### src/rtl/polyunit_seq.sv
// Command sequencer for polyunit_core2: turns LOAD/NTT/INTT/DUMP commands into core mode/run pulses,
// streams load words into the core RAM, captures the timed dump burst and guards NTT/INTT with a timeout.
module polyunit_seq #(
    parameter int WID      = 12,
    parameter int WORDS    = 32,
    parameter int DOUT_LAT = 2,
    parameter int TIMEOUT  = 4095,
    localparam int DW      = 4 * WID,
    localparam int AW      = $clog2(WORDS),
    localparam int TW      = $clog2(TIMEOUT + 1)
) (
    input  logic          clk,
    input  logic          rst,
    input  logic          cmd_valid,
    input  logic [1:0]    cmd_op,
    output logic          cmd_ready,
    input  logic          s_valid,
    input  logic [DW-1:0] s_data,
    output logic          s_ready,
    output logic          m_valid,
    output logic [DW-1:0] m_data,
    output logic          m_last,
    output logic          busy,
    output logic          err,
    output logic [1:0]    core_mode,
    output logic          core_run,
    output logic [DW-1:0] core_data_in,
    output logic [AW-1:0] core_data_in_add,
    output logic          core_data_in_done,
    input  logic [DW-1:0] core_data_out,
    input  logic          core_done,
    output logic [2:0]    o_dbg_state
);

    localparam logic [2:0] S_IDLE  = 3'd0;
    localparam logic [2:0] S_RUN   = 3'd1;
    localparam logic [2:0] S_LOAD  = 3'd2;
    localparam logic [2:0] S_LDONE = 3'd3;
    localparam logic [2:0] S_XWAIT = 3'd4;
    localparam logic [2:0] S_DUMP  = 3'd5;

    localparam logic [1:0] OP_LOAD = 2'd2;
    localparam logic [1:0] OP_DUMP = 2'd3;

    logic [2:0]    r_state;
    logic [1:0]    r_mode;
    logic [AW-1:0] r_cnt;
    logic [TW-1:0] r_tmo;
    logic          r_err;
    logic          r_m_valid;
    logic          r_m_last;
    logic [DW-1:0] r_m_data;
    logic [DW-1:0] r_din;
    logic [AW-1:0] r_din_add;

    logic          w_last;
    logic          w_capture;
    logic [AW-1:0] w_cnt_next;

    // Handshakes: a transfer happens on a rising edge where valid && ready; cmd_ready/s_ready depend only on
    // state, never on the partner's valid. The m_ side has no ready: a beat is every cycle m_valid is high.
    assign w_last     = (r_cnt == AW'(WORDS - 1));
    assign w_cnt_next = w_last ? '0 : r_cnt + AW'(1);
    // r_tmo counts cycles since the run pulse, so it also times the core's dump latency (DOUT_LAT >= 1).
    assign w_capture  = (r_state == S_DUMP) && (r_tmo >= TW'(DOUT_LAT));

    always_ff @(posedge clk) begin
        if (rst) begin
            r_state   <= S_IDLE;
            r_mode    <= 2'd0;
            r_cnt     <= '0;
            r_tmo     <= '0;
            r_err     <= 1'b0;
            r_m_valid <= 1'b0;
            r_m_last  <= 1'b0;
            r_m_data  <= '0;
            r_din     <= '0;
            r_din_add <= '0;
        end else begin
            r_m_valid <= 1'b0;
            r_m_last  <= 1'b0;
            case (r_state)
                S_IDLE: begin
                    if (cmd_valid) begin
                        r_mode  <= cmd_op;
                        r_err   <= 1'b0;
                        r_cnt   <= '0;
                        r_tmo   <= '0;
                        r_state <= S_RUN;
                    end
                end
                S_RUN: begin
                    r_tmo <= r_tmo + TW'(1);
                    case (r_mode)
                        OP_LOAD: r_state <= S_LOAD;
                        OP_DUMP: r_state <= S_DUMP;
                        default: r_state <= S_XWAIT;
                    endcase
                end
                S_LOAD: begin
                    if (s_valid) begin
                        r_din     <= s_data;
                        r_din_add <= r_cnt;
                        r_cnt     <= w_cnt_next;
                        if (w_last) r_state <= S_LDONE;
                    end
                end
                S_LDONE: begin
                    r_mode  <= 2'd0;
                    r_state <= S_IDLE;
                end
                S_XWAIT: begin
                    // A done arriving on the timeout cycle wins, so err is only set when done is absent.
                    if (core_done) begin
                        r_mode  <= 2'd0;
                        r_state <= S_IDLE;
                    end else if (r_tmo == TW'(TIMEOUT)) begin
                        r_err   <= 1'b1;
                        r_mode  <= 2'd0;
                        r_state <= S_IDLE;
                    end else begin
                        r_tmo <= r_tmo + TW'(1);
                    end
                end
                S_DUMP: begin
                    if (w_capture) begin
                        r_m_valid <= 1'b1;
                        r_m_data  <= core_data_out;
                        r_m_last  <= w_last;
                        r_cnt     <= w_cnt_next;
                        if (w_last) begin
                            r_mode  <= 2'd0;
                            r_state <= S_IDLE;
                        end
                    end else begin
                        r_tmo <= r_tmo + TW'(1);
                    end
                end
                default: begin
                    r_mode  <= 2'd0;
                    r_state <= S_IDLE;
                end
            endcase
        end
    end

    assign cmd_ready         = (r_state == S_IDLE);
    assign s_ready           = (r_state == S_LOAD);
    assign busy              = (r_state != S_IDLE);
    assign core_run          = (r_state == S_RUN);
    assign core_data_in_done = (r_state == S_LDONE);
    assign core_mode         = r_mode;
    assign core_data_in      = r_din;
    assign core_data_in_add  = r_din_add;
    assign err               = r_err;
    assign m_valid           = r_m_valid;
    assign m_data            = r_m_data;
    assign m_last            = r_m_last;
    assign o_dbg_state       = r_state;

endmodule

### config.mk
export PLATFORM = sky130hd
export DESIGN_NAME = polyunit_seq
export DESIGN_NICKNAME = d
export VERILOG_FILES = /design/src/rtl/polyunit_seq.sv
export SDC_FILE = /design/constraint.sdc
export NUM_CORES = 1
export LEC_CHECK = 0
export BUFFER_PORTS_ARGS = -buffer_cell sky130_fd_sc_hd__buf_2
export CAP_MARGIN = 15
export CORE_UTILIZATION = 43
export DETAILED_ROUTE_END_ITERATION = 10
export PLACE_DENSITY = 0.76
export SETUP_SLACK_MARGIN = 0.02
export SLEW_MARGIN = 5
export SYNTH_ARGS = -nofsm -noshare
export SYNTH_HDL_FRONTEND = slang
export SYNTH_SLANG_ARGS = --single-unit
### constraint.sdc
create_clock -name clk -period 1.8 [get_ports clk]
set_input_delay 0.36 -clock clk [delete_from_list [all_inputs] [get_ports clk]]
set_output_delay 0.36 -clock clk [all_outputs]
set_load 0.05 [all_outputs]
==> metrics.txt, run 1 <==
outcome=finished with violations; failing checks=setup timing; commonest cells in the netlist=nand2_1, dfxtp_1, a21oi_1; top-count cell post-synth=nand2_1; final setup fails=55; syn avg cell area=8.17 sq um; Final Non-Filler Cells=1,044; number of DRC markers in iteration 0=459; DR vias/cell=5.21; CP Data Arrival Time=2240 ps; number of H-tree levels=4; initial antenna violation count=0; Netlist Area Pre-Place=5070 sq um; Routed Antenna Nets=0; # rows=39; # nets final=995; cell area after layout=7980 sq um; hold worst-path end=m_data[24]; critical path required time=2130 ps; FMAX=523 MHz; warnings from Yosys=0; clock sink total=126; worst-case clock buffer depth=2; Leak=3.39 nW; worst slew pin tran=627 ps; sequential-to-total area share from yosys stat=0.497; core area=11,500 sq um; RSZ-0062 raised after global routing=yes; Global Route Usage Sum=0.235; CP Launch Point=r_tmo[1]; chip width=111 microns; setup_tns=-2760 ps; vias in the first global route=4,815; Final Wtd Congestion=0.831; VDD IR max=0.763 mV; fillers=881; crit share post-route=1.06; post-route minimum period=1910 ps; share of layout cells above drive strength 1=0.457; P per Cell Area=908 nW/um^2; slack of the critical path=-112 ps; Post-synth EDFFs=0; Setup CP Type=flip-flop to flip-flop; Worst R2R Start=r_tmo[1]; CTS buffer count=17; Max Slew Vio Count=0; Ports=217; DR vias=5,436; Hold Path Class=input port to flip-flop; overflow left after global routing=0; placed cells=973; Placement Cell Area=6520 sq um; Synth area leaders=dfxtp_1, nand2_1, a21oi_1; Synthesized Nets=728; CTS root buf=clkbuf_16; # diodes=0; Crit. End Element=flip-flop; Layout area overhead=57.4%; Hold Fails Final Rpt=0; Critical Path Start Type=flip-flop; DP Worst Slack=-61.2 ps; Synth top area share=0.497; post-synth cell types=43; PortBufs=216; Top FF cell, synth=dfxtp_1; die area=12,200 sq um; first-pass GRT wire length=23.3 mm; asr flop ratio synth=0; Synth Instances=621; TritonCTS clock tree=built; worst-path maximum fanout=7; worst r2r dst=r_tmo[1]; R2R Setup Slk=-110 ps; max_slew headroom=0.582; worst-case reg-to-reg path depth=5; hold path startpoint=core_data_out[24]; Hold Crit Depth=3; Max Cap Violations=0; final WL=15.7 mm; DRC viols=0; clock slew at reported path FFs=60 ps; WL/cell=15.0 microns; DR pass1 iterations=5; die height=111 microns; Skew-Pair Late Insertion Delay=410 ps; largest net degree at the start of global routing=54; clock skew after layout=4.53 ps; leading area contributor after synthesis=dfxtp_1; Initial Util=0.442; flops & latches, synth=126; detailed placement HPWL=9.35 mm; fin util=0.696
[power breakdown]
group / internal [mW] / leakage [nW] / switching (mW)
clock: 2.23 / 0.298 / 1.21
combinational: 0.403 / 2.07 / 0.549
sequential: 2.83 / 1.02 / 0.0333
[layout make-up]
cell class / count / area [sq um] / share of cell area
inverters: 7 / 30.0 / 0.00376
repair buffers: 291 / 1930 / 0.242
flip-flops and latches: 126 / 2540 / 0.319
clock inverters: 13 / 145 / 0.0182
well taps: 143 / 179 / 0.0224
clock buffers: 19 / 453 / 0.0567
multi-input cells: 445 / 2700 / 0.338
[sequential cells by signal (all words and copies together), names as in the netlist]
register and count:
core_data_in 48, core_data_in_add 5, core_mode 2, err 1, m_data 48, m_last 1
m_valid 1, o_dbg_state 3, r_cnt 5, r_tmo 12
[metal layers]
| layer | global-route usage | vias to the layer above | share of wire | routed length, microns |
|---|---|---|---|---|
| li1 | - | 2647 | - | - |
| met1 | 0.285 | 2494 | 0.40 | 6320 |
| met2 | 0.383 | 257 | 0.49 | 7690 |
| met3 | 0.0768 | 38 | 0.077 | 1210 |
| met4 | 0.0996 | 0 | 0.028 | 438 |
| met5 | 0 | - | 0 | 0 |
[how the worst max path moves through the flow]
stage               depth (start not counted)           end  slack, ps
floorplan                                   7  core_mode[0]       -300
global placement                            7      r_tmo[4]        -30
detailed placement                          7      r_tmo[9]        -60
CTS                                         4       s_ready        -70
global route                                8  core_mode[1]       -220
finish                                      5      r_tmo[1]       -110
[metrics by stage]
step                      hold slack [ps]  power [mW]
after floorplan                       449        3.38
after global placement                438        3.66
after detailed placement              443        3.66
after CTS                             173        7.19
after global routing                  174        7.50
final                                 185        7.25
[what timing repair did]
| action | CTS | global route |
|---|---|---|
| gates resized for setup | 38 | 74 |
| buffers inserted | 13 | 18 |
| pin swaps | 16 | 31 |
| setup endpoints to repair | 51 | 74 |
| cloned | 3 | 7 |
| hold buffers | 0 | 0 |
[critical path: stages (launching register included)]
cell and delay (ps):
dfxtp_4 370, buf_6 120, nor4_4 400, a31oi_4 240, or4_1 540, a21oi_2 170
[cell families (layout without fill, tap and decap cells)]
group	Yosys count	count (layout)	share of synthesized area
AND/OR/NAND/NOR	286	286	0.267
AO/OA/AOI/OAI	144	146	0.161
flip-flops	126	126	0.497
buffers and inverters	52	330	0.0471
multiplexers	9	9	0.0178
adder cells (fa/ha/maj)	4	4	0.00986
[placed cells by master (no fill, tap or decap), types with 3 or more instances in the layout]
cell type   synthesis  layout
clkinvlp_4          0       3
buf_4               3      49
and3_1              5       4
o31ai_1             6       3
clkbuf_16           0      22
dfxtp_4             0       4
inv_1               7       4
nand2b_1            5       5
clkinv_2            0       8
nand2_2             0       5
nor2_1              7       5
a21oi_1           113      89
nand2_4             0       4
nor4_4              4      11
mux2i_1             9       9
nand3_1            10       8
bufinv_16           0       3
buf_8               0       3
or4_1               5       3
a31o_2              4       3
dfxtp_1           126     117
dfxtp_2             0       5
buf_12              0       7
nand4_1             3       3
o211ai_1            4       4
buf_6               1      15
buf_2              20     210
a21oi_2             0      24
nand2_1           216     207
or3_1               7       7
No activity file was read; power rests on OpenSTA's default activity.
==> inputs of run 2 (changes only) <==
- CORE_UTILIZATION: 43 -> 51
- PLACE_DENSITY: 0.76 -> 0.85
- clock period: 1.8 -> 2.4 ns (I/O delays scaled with it)
==> run 2 against run 1 <==
Net effect:
- the run now ends clean
- die area shrank 15%
- routed wire length shrank 16%
- global-route usage grew 0.88 points
- flip-flop and latch count is the same
- critical path depth shrank 2
- combinational power shrank 48%
- non-clock buffer count shrank 61
- register-to-register slack gained 420 ps
- cell area shrank 14%
- clock skew grew 8.5 ps
- sequential share of layout area grew 4.9 points
- power shrank 28%
- largest cell class is now registers
==> metrics.txt, run 2 (synthesis gave the netlist of run 1 again) <==
die area=10,400 sq um (-15%); Setup CP Type=flip-flop to output pin; Ports=217 (unchanged); Worst R2R Start=o_dbg_state[0]; vias in the first global route=4,401 (-8.6%); Hold Fails Final Rpt=0 (unchanged); Skew-Pair Late Insertion Delay=510 ps (+100 ps); max_slew headroom=0.530 (-0.0518); R2R Setup Slk=310 ps (+420 ps); DRC viols=0 (unchanged); hold path startpoint=core_data_out[36]; number of H-tree levels=4 (unchanged); Total Power=5.19 mW (-28%); # resized after CTS=0 (-100%); DR vias=5,018 (-7.7%); P per Cell Area=756 nW/um^2 (-17%); Leak=2.98 nW (-12%); number of DRC markers in iteration 0=163 (-64%); CP max stage delay=490 ps (-50 ps); Critical Path Start Type=flip-flop; post-route minimum period=2280 ps; worst-case reg-to-reg path depth=5 (unchanged); worst r2r dst=m_data[2]; Max Slew Vio Count=0 (unchanged); RSZ-0062 raised after global routing=no; Final Non-Filler Cells=970 (-7.1%); final setup fails=0 (-100%); worst-case clock buffer depth=2 (unchanged); Hold Path Class=input port to flip-flop; initial antenna violation count=0 (unchanged); Final Wtd Congestion=0.912 (+9.8%); placed cells=939 (-3.5%); most common cell after layout, fill and taps aside=nand2_1; die height=102 microns (-8.0%); Initial Util=0.521 (+0.0790); PortBufs=216 (unchanged); chip width=102 microns (-8.0%); Slowest-stage cell, CP=or3b_1; Hold Crit Depth=3 (unchanged); # rows=36 (-7.7%); clock slew at reported path FFs=60 ps (about the same); Global Route Usage Sum=0.244 (+0.00879); clock sink total=126 (unchanged); Max Cap Violations=0 (unchanged); worst-path maximum fanout=14 (+7); Routed Antenna Nets=0 (unchanged); CTS root buf=clkbuf_8; postcts setup bufs=0 (-13); Layout area overhead=35.4%; outcome=finished, final reports clean; worst slew pin tran=703 ps (+75.1 ps); WL/cell=13.6 microns (-9.4%); clock skew after layout=13.0 ps (+8.51 ps); # diodes=0 (unchanged); share of layout cells above drive strength 1=0.341 (-0.117); most frequent cells in the layout=nand2_1, buf_2, dfxtp_1, a21oi_1, clkbuf_16; TritonCTS clock tree=built; first-pass GRT wire length=19.6 mm (-16%); VDD IR max=0.386 mV (-49%); # nets final=932 (-6.3%); detailed placement HPWL=9.43 mm (+0.81%); Crit. End Element=output pin; critical path required time=1920 ps (-210 ps); crit share post-route=0.948; final WL=13.2 mm (-16%); largest net degree at the start of global routing=51 (-5.6%); # hold bufs at CTS=0 (unchanged); critical path cell sequence=or3b_1, inv_1, buf_2; core area=9730 sq um (-15%); CP Data Arrival Time=1800 ps (-440 ps); CTS buffer count=17 (unchanged); overflow left after global routing=0 (unchanged); hold worst-path end=m_data[36]; FMAX=439 MHz; DR pass1 iterations=4 (-1); DR vias/cell=5.17 (-0.65%)
## run 2: cell count changes in the layout (fill, tap and decap cells not counted), sizes merged
cell	previous run	this run
clkinvlp	3	2
clkinv	8	5
buf	285	230
inv	6	10
a31o	5	4
a31oi	5	4
clkbuf	25	18
## run 2: layer usage
layer  GRT usage  wire, microns  part of all wire
met1       0.255           5240              0.40
met5           0              0                 0
met2       0.437           6730              0.51
met4       0.110            157             0.012
met3      0.0890           1060             0.080
## run 2: worst max path at each step
stage,slack (ps),to,cells past startpoint,start
after detailed placement,340,m_data[2],5,o_dbg_state[0]
after global placement,440,r_tmo[6],7,r_tmo[0]
final,120,s_ready,3,o_dbg_state[0]
after global routing,40,s_ready,3,o_dbg_state[0]
after CTS,100,s_ready,3,o_dbg_state[0]
after floorplan,-40,core_data_in_done,4,o_dbg_state[1]
## run 2: cell type report
cell class	count	area, sq um
Fill cell	785	2860
Sequential cell	126	2520
Multi-Input combinational cell	443	2330
Timing Repair Buffer	230	1230
Clock buffer	18	428
Tap cell	133	166
Clock inverter	13	164
Inverter	7	26.3
## run 2: power by group
part / internal, mW / switching (mW) / leakage, nW / total (mW)
Clock: 1.61 / 0.926 / 0.288 / 2.53
Combinational: 0.174 / 0.324 / 1.67 / 0.498
Sequential: 2.12 / 0.0372 / 1.02 / 2.16
Total: 3.90 / 1.29 / 2.98 / 5.19
## run 2: per-stage QoR
| step | TNS [ps] | util | hold WS [ps] | setup WS [ps] | instance area (sq um) |
|---|---|---|---|---|---|
| floorplan | -39.7 | - | 449 | -39.7 | 5090 |
| detailed placement | 0 | 0.645 | 442 | 340 | 6280 |
| finish | 0 | 0.706 | 204 | 124 | 6870 |
| global route | 0 | 0.706 | 186 | 44.3 | 6870 |
| CTS | 0 | 0.706 | 176 | 102 | 6870 |
| global placement | 0 | 0.645 | 436 | 441 | 6280 |
## run 2: critical path, delay by kind of cell (launching register included)
kind,cells,cell delay (ps)
flops,1,460
simple gates,1,490
buf+inv,2,340
==> inputs of run 3 (changes only) <==
--- a/config.mk
+++ b/config.mk
@@ -17 +17,2 @@
 export SYNTH_SLANG_ARGS = --single-unit
+export TNS_END_PERCENT = 5
==> constraint.sdc (replaced) <==
create_clock -name clk -period 2.4 [get_ports clk]
set_input_delay 0.36 -clock clk [delete_from_list [all_inputs] [get_ports clk]]
set_output_delay 0.36 -clock clk [all_outputs]
set_load 0.05 [all_outputs]
==> run 3 against run 2 <==
Net effect:
- die area stayed put
- register-to-register slack better by 20 ps
- power is 0.41% lower
- core utilization shrank 0.30 points
- sequential share of layout area grew 0.15 points
- flip-flop and latch count unchanged
- largest cell class unchanged
==> metrics.txt, run 3 (synthesis gave the netlist of run 1 again) <==
outcome=finished, final reports clean; Hold Fails Final Rpt=0 (unchanged); chip width=102 microns (unchanged); clock sink total=126 (unchanged); # nets final=930 (-0.21%); multi-input logic area=2330 sq um (-0.27%); Clk pwr share=0.487 (about the same); switching power=1.26 mW (-1.9%); share of layout cells above drive strength 1=0.338 (-0.00237); Crit. End Element=output pin; Gate power share=0.096 (about the same); Setup crit end=s_ready; Global Route Usage Sum=0.257 (+0.0126); DR vias=5,089 (+1.4%); worst r2r dst=r_tmo[7]; WHS=82.2 ps (-122 ps); worst-path maximum fanout=18 (+4); clock skew after layout=6.11 ps (-6.93 ps); Layout area overhead=34.8%; CTS buffer count=17 (unchanged); Leak=2.96 nW (-0.75%); max_slew headroom=0.546 (+0.0159); R2R Setup Slk=330 ps (+20 ps); worst-case reg-to-reg path depth=7 (+2); # diodes=0 (unchanged); VDD IR max=0.465 mV (+21%); Worst R2R Start=r_tmo[0]; CTS root buf=clkbuf_8; # resized after CTS=0 (unchanged); met2 Usage GRT=0.440 (+0.00312); worst-case clock buffer depth=2 (unchanged); DR pass1 iterations=5 (+1); post-route minimum period=2210 ps (-68.9 ps); first-pass GRT wire length=20.5 mm (+4.9%); Final Wtd Congestion=0.933 (+2.2%); final WL=13.4 mm (+1.5%); # rows=36 (unchanged); detailed placement HPWL=9.36 mm (-0.70%); DR vias/cell=5.26 (+1.7%); overflow left after global routing=0 (unchanged); Max Cap Violations=0 (unchanged); Hold Path Class=input port to flip-flop; Critical Path Start Type=flip-flop; setup_tns=0 ps (unchanged); most common cell after layout, fill and taps aside=nand2_1; crit share post-route=0.919 (-0.0287); FMAX=453 MHz (+3.1%); P per Cell Area=756 nW/um^2 (about the same); fillers=780 (-0.64%); PortBufs=216 (unchanged); number of H-tree levels=4 (unchanged); Final Non-Filler Cells=967 (-0.31%); Initial Util=0.521 (unchanged); Hold Crit Depth=3 (unchanged); Global Route met1 Usage=0.281 (+0.0255); initial antenna violation count=0 (unchanged); core area=9730 sq um (unchanged); register area=2520 sq um (unchanged); worst slew pin tran=679 ps (-23.8 ps); CP Launch Point=o_dbg_state[1]; switch share=0.244 (-0.00382); register share of total power=0.416 (about the same); Max Slew Vio Count=0 (unchanged); fin util=0.703 (-0.00296); vias in the first global route=4,537 (+3.1%); die height=102 microns (unchanged); CP Data Arrival Time=1850 ps (+50 ps); number of DRC markers in iteration 0=179 (+9.8%); RSZ-0062 raised after global routing=no; P_int=3.91 mW (about the same); met3 Resource Use GR=0.0890 (unchanged); TritonCTS clock tree=built; largest net degree at the start of global routing=49 (-3.9%); WL/cell=13.8 microns (+1.8%); final setup fails=0 (unchanged); Placement Cell Area=6250 sq um (-0.34%); clock slew at reported path FFs=60 ps (about the same); Skew-Pair Late Insertion Delay=510 ps (about the same); postcts setup bufs=0 (unchanged); Setup CP Type=flip-flop to output pin; placed cells=937 (-0.21%); DRC viols=0 (unchanged); Ports=217 (unchanged); busiest grt layer=met2; cell area after layout=6840 sq um (-0.42%); most frequent cells in the layout=nand2_1, buf_2, dfxtp_1, a21oi_1, clkbuf_16; Routed Antenna Nets=0 (unchanged); # hold bufs at CTS=0 (unchanged); critical path required time=2040 ps (+120 ps); die area=10,400 sq um (unchanged)
-- run 3: cell types whose count changed in the layout (fill, tap and decap cells not counted), sizes merged --
cell      delta
clkinvlp     +3
inv          -3
buf          -2
clkinv       -2
clkbuf       +1
-- run 3: critical path, cell delays in order, from the launching register on --
cell	delay [ps]
dfxtp_1	350
buf_4	230
or3b_1	430
inv_1	70
buf_2	250
-- run 3: power by group through the flow --
stage               clock network (mW)  logic [mW]  registers (mW)
floorplan                            0       0.256            2.26
global placement                     0       0.487            2.19
detailed placement                   0       0.496            2.20
CTS                               2.57       0.498            2.15
global route                      2.67       0.536            2.15
finish                            2.52       0.499            2.15
-- run 3: cell type report --
cell class              count  share of cell area
flip-flops and latches    126               0.369
multi-input cells         443               0.340
repair buffers            228               0.177
clock inverters            11              0.0209
inverters                   7             0.00384
clock buffers              19              0.0646
well taps                 133              0.0243
-- run 3: how the worst min path moves through the flow --
stage          startpoint                   to  slack [ps]
2_1_floorplan    r_cnt[4]  core_data_in_add[4]         450
3_3_place_gp   m_data[39]           m_data[39]         440
3_5_place_dp   m_data[12]           m_data[12]         440
4_1_cts        s_data[41]     core_data_in[41]          50
5_1_grt        s_data[41]     core_data_in[41]          60
6_report       s_data[44]     core_data_in[44]          80
-- run 3: routing by layer --
layer  wire (microns)  share of wire
met5                0              0
met4              307          0.023
met3             1210          0.090
met2             6550           0.49
met1             5320           0.40
-- run 3: through the flow --
| stage | setup slack (ps) | power [mW] |
|---|---|---|
| after floorplan | -111 | 2.52 |
| after global placement | 448 | 2.68 |
| after detailed placement | 364 | 2.69 |
| after CTS | 170 | 5.22 |
| after global routing | 97.9 | 5.37 |
| final | 193 | 5.17 |
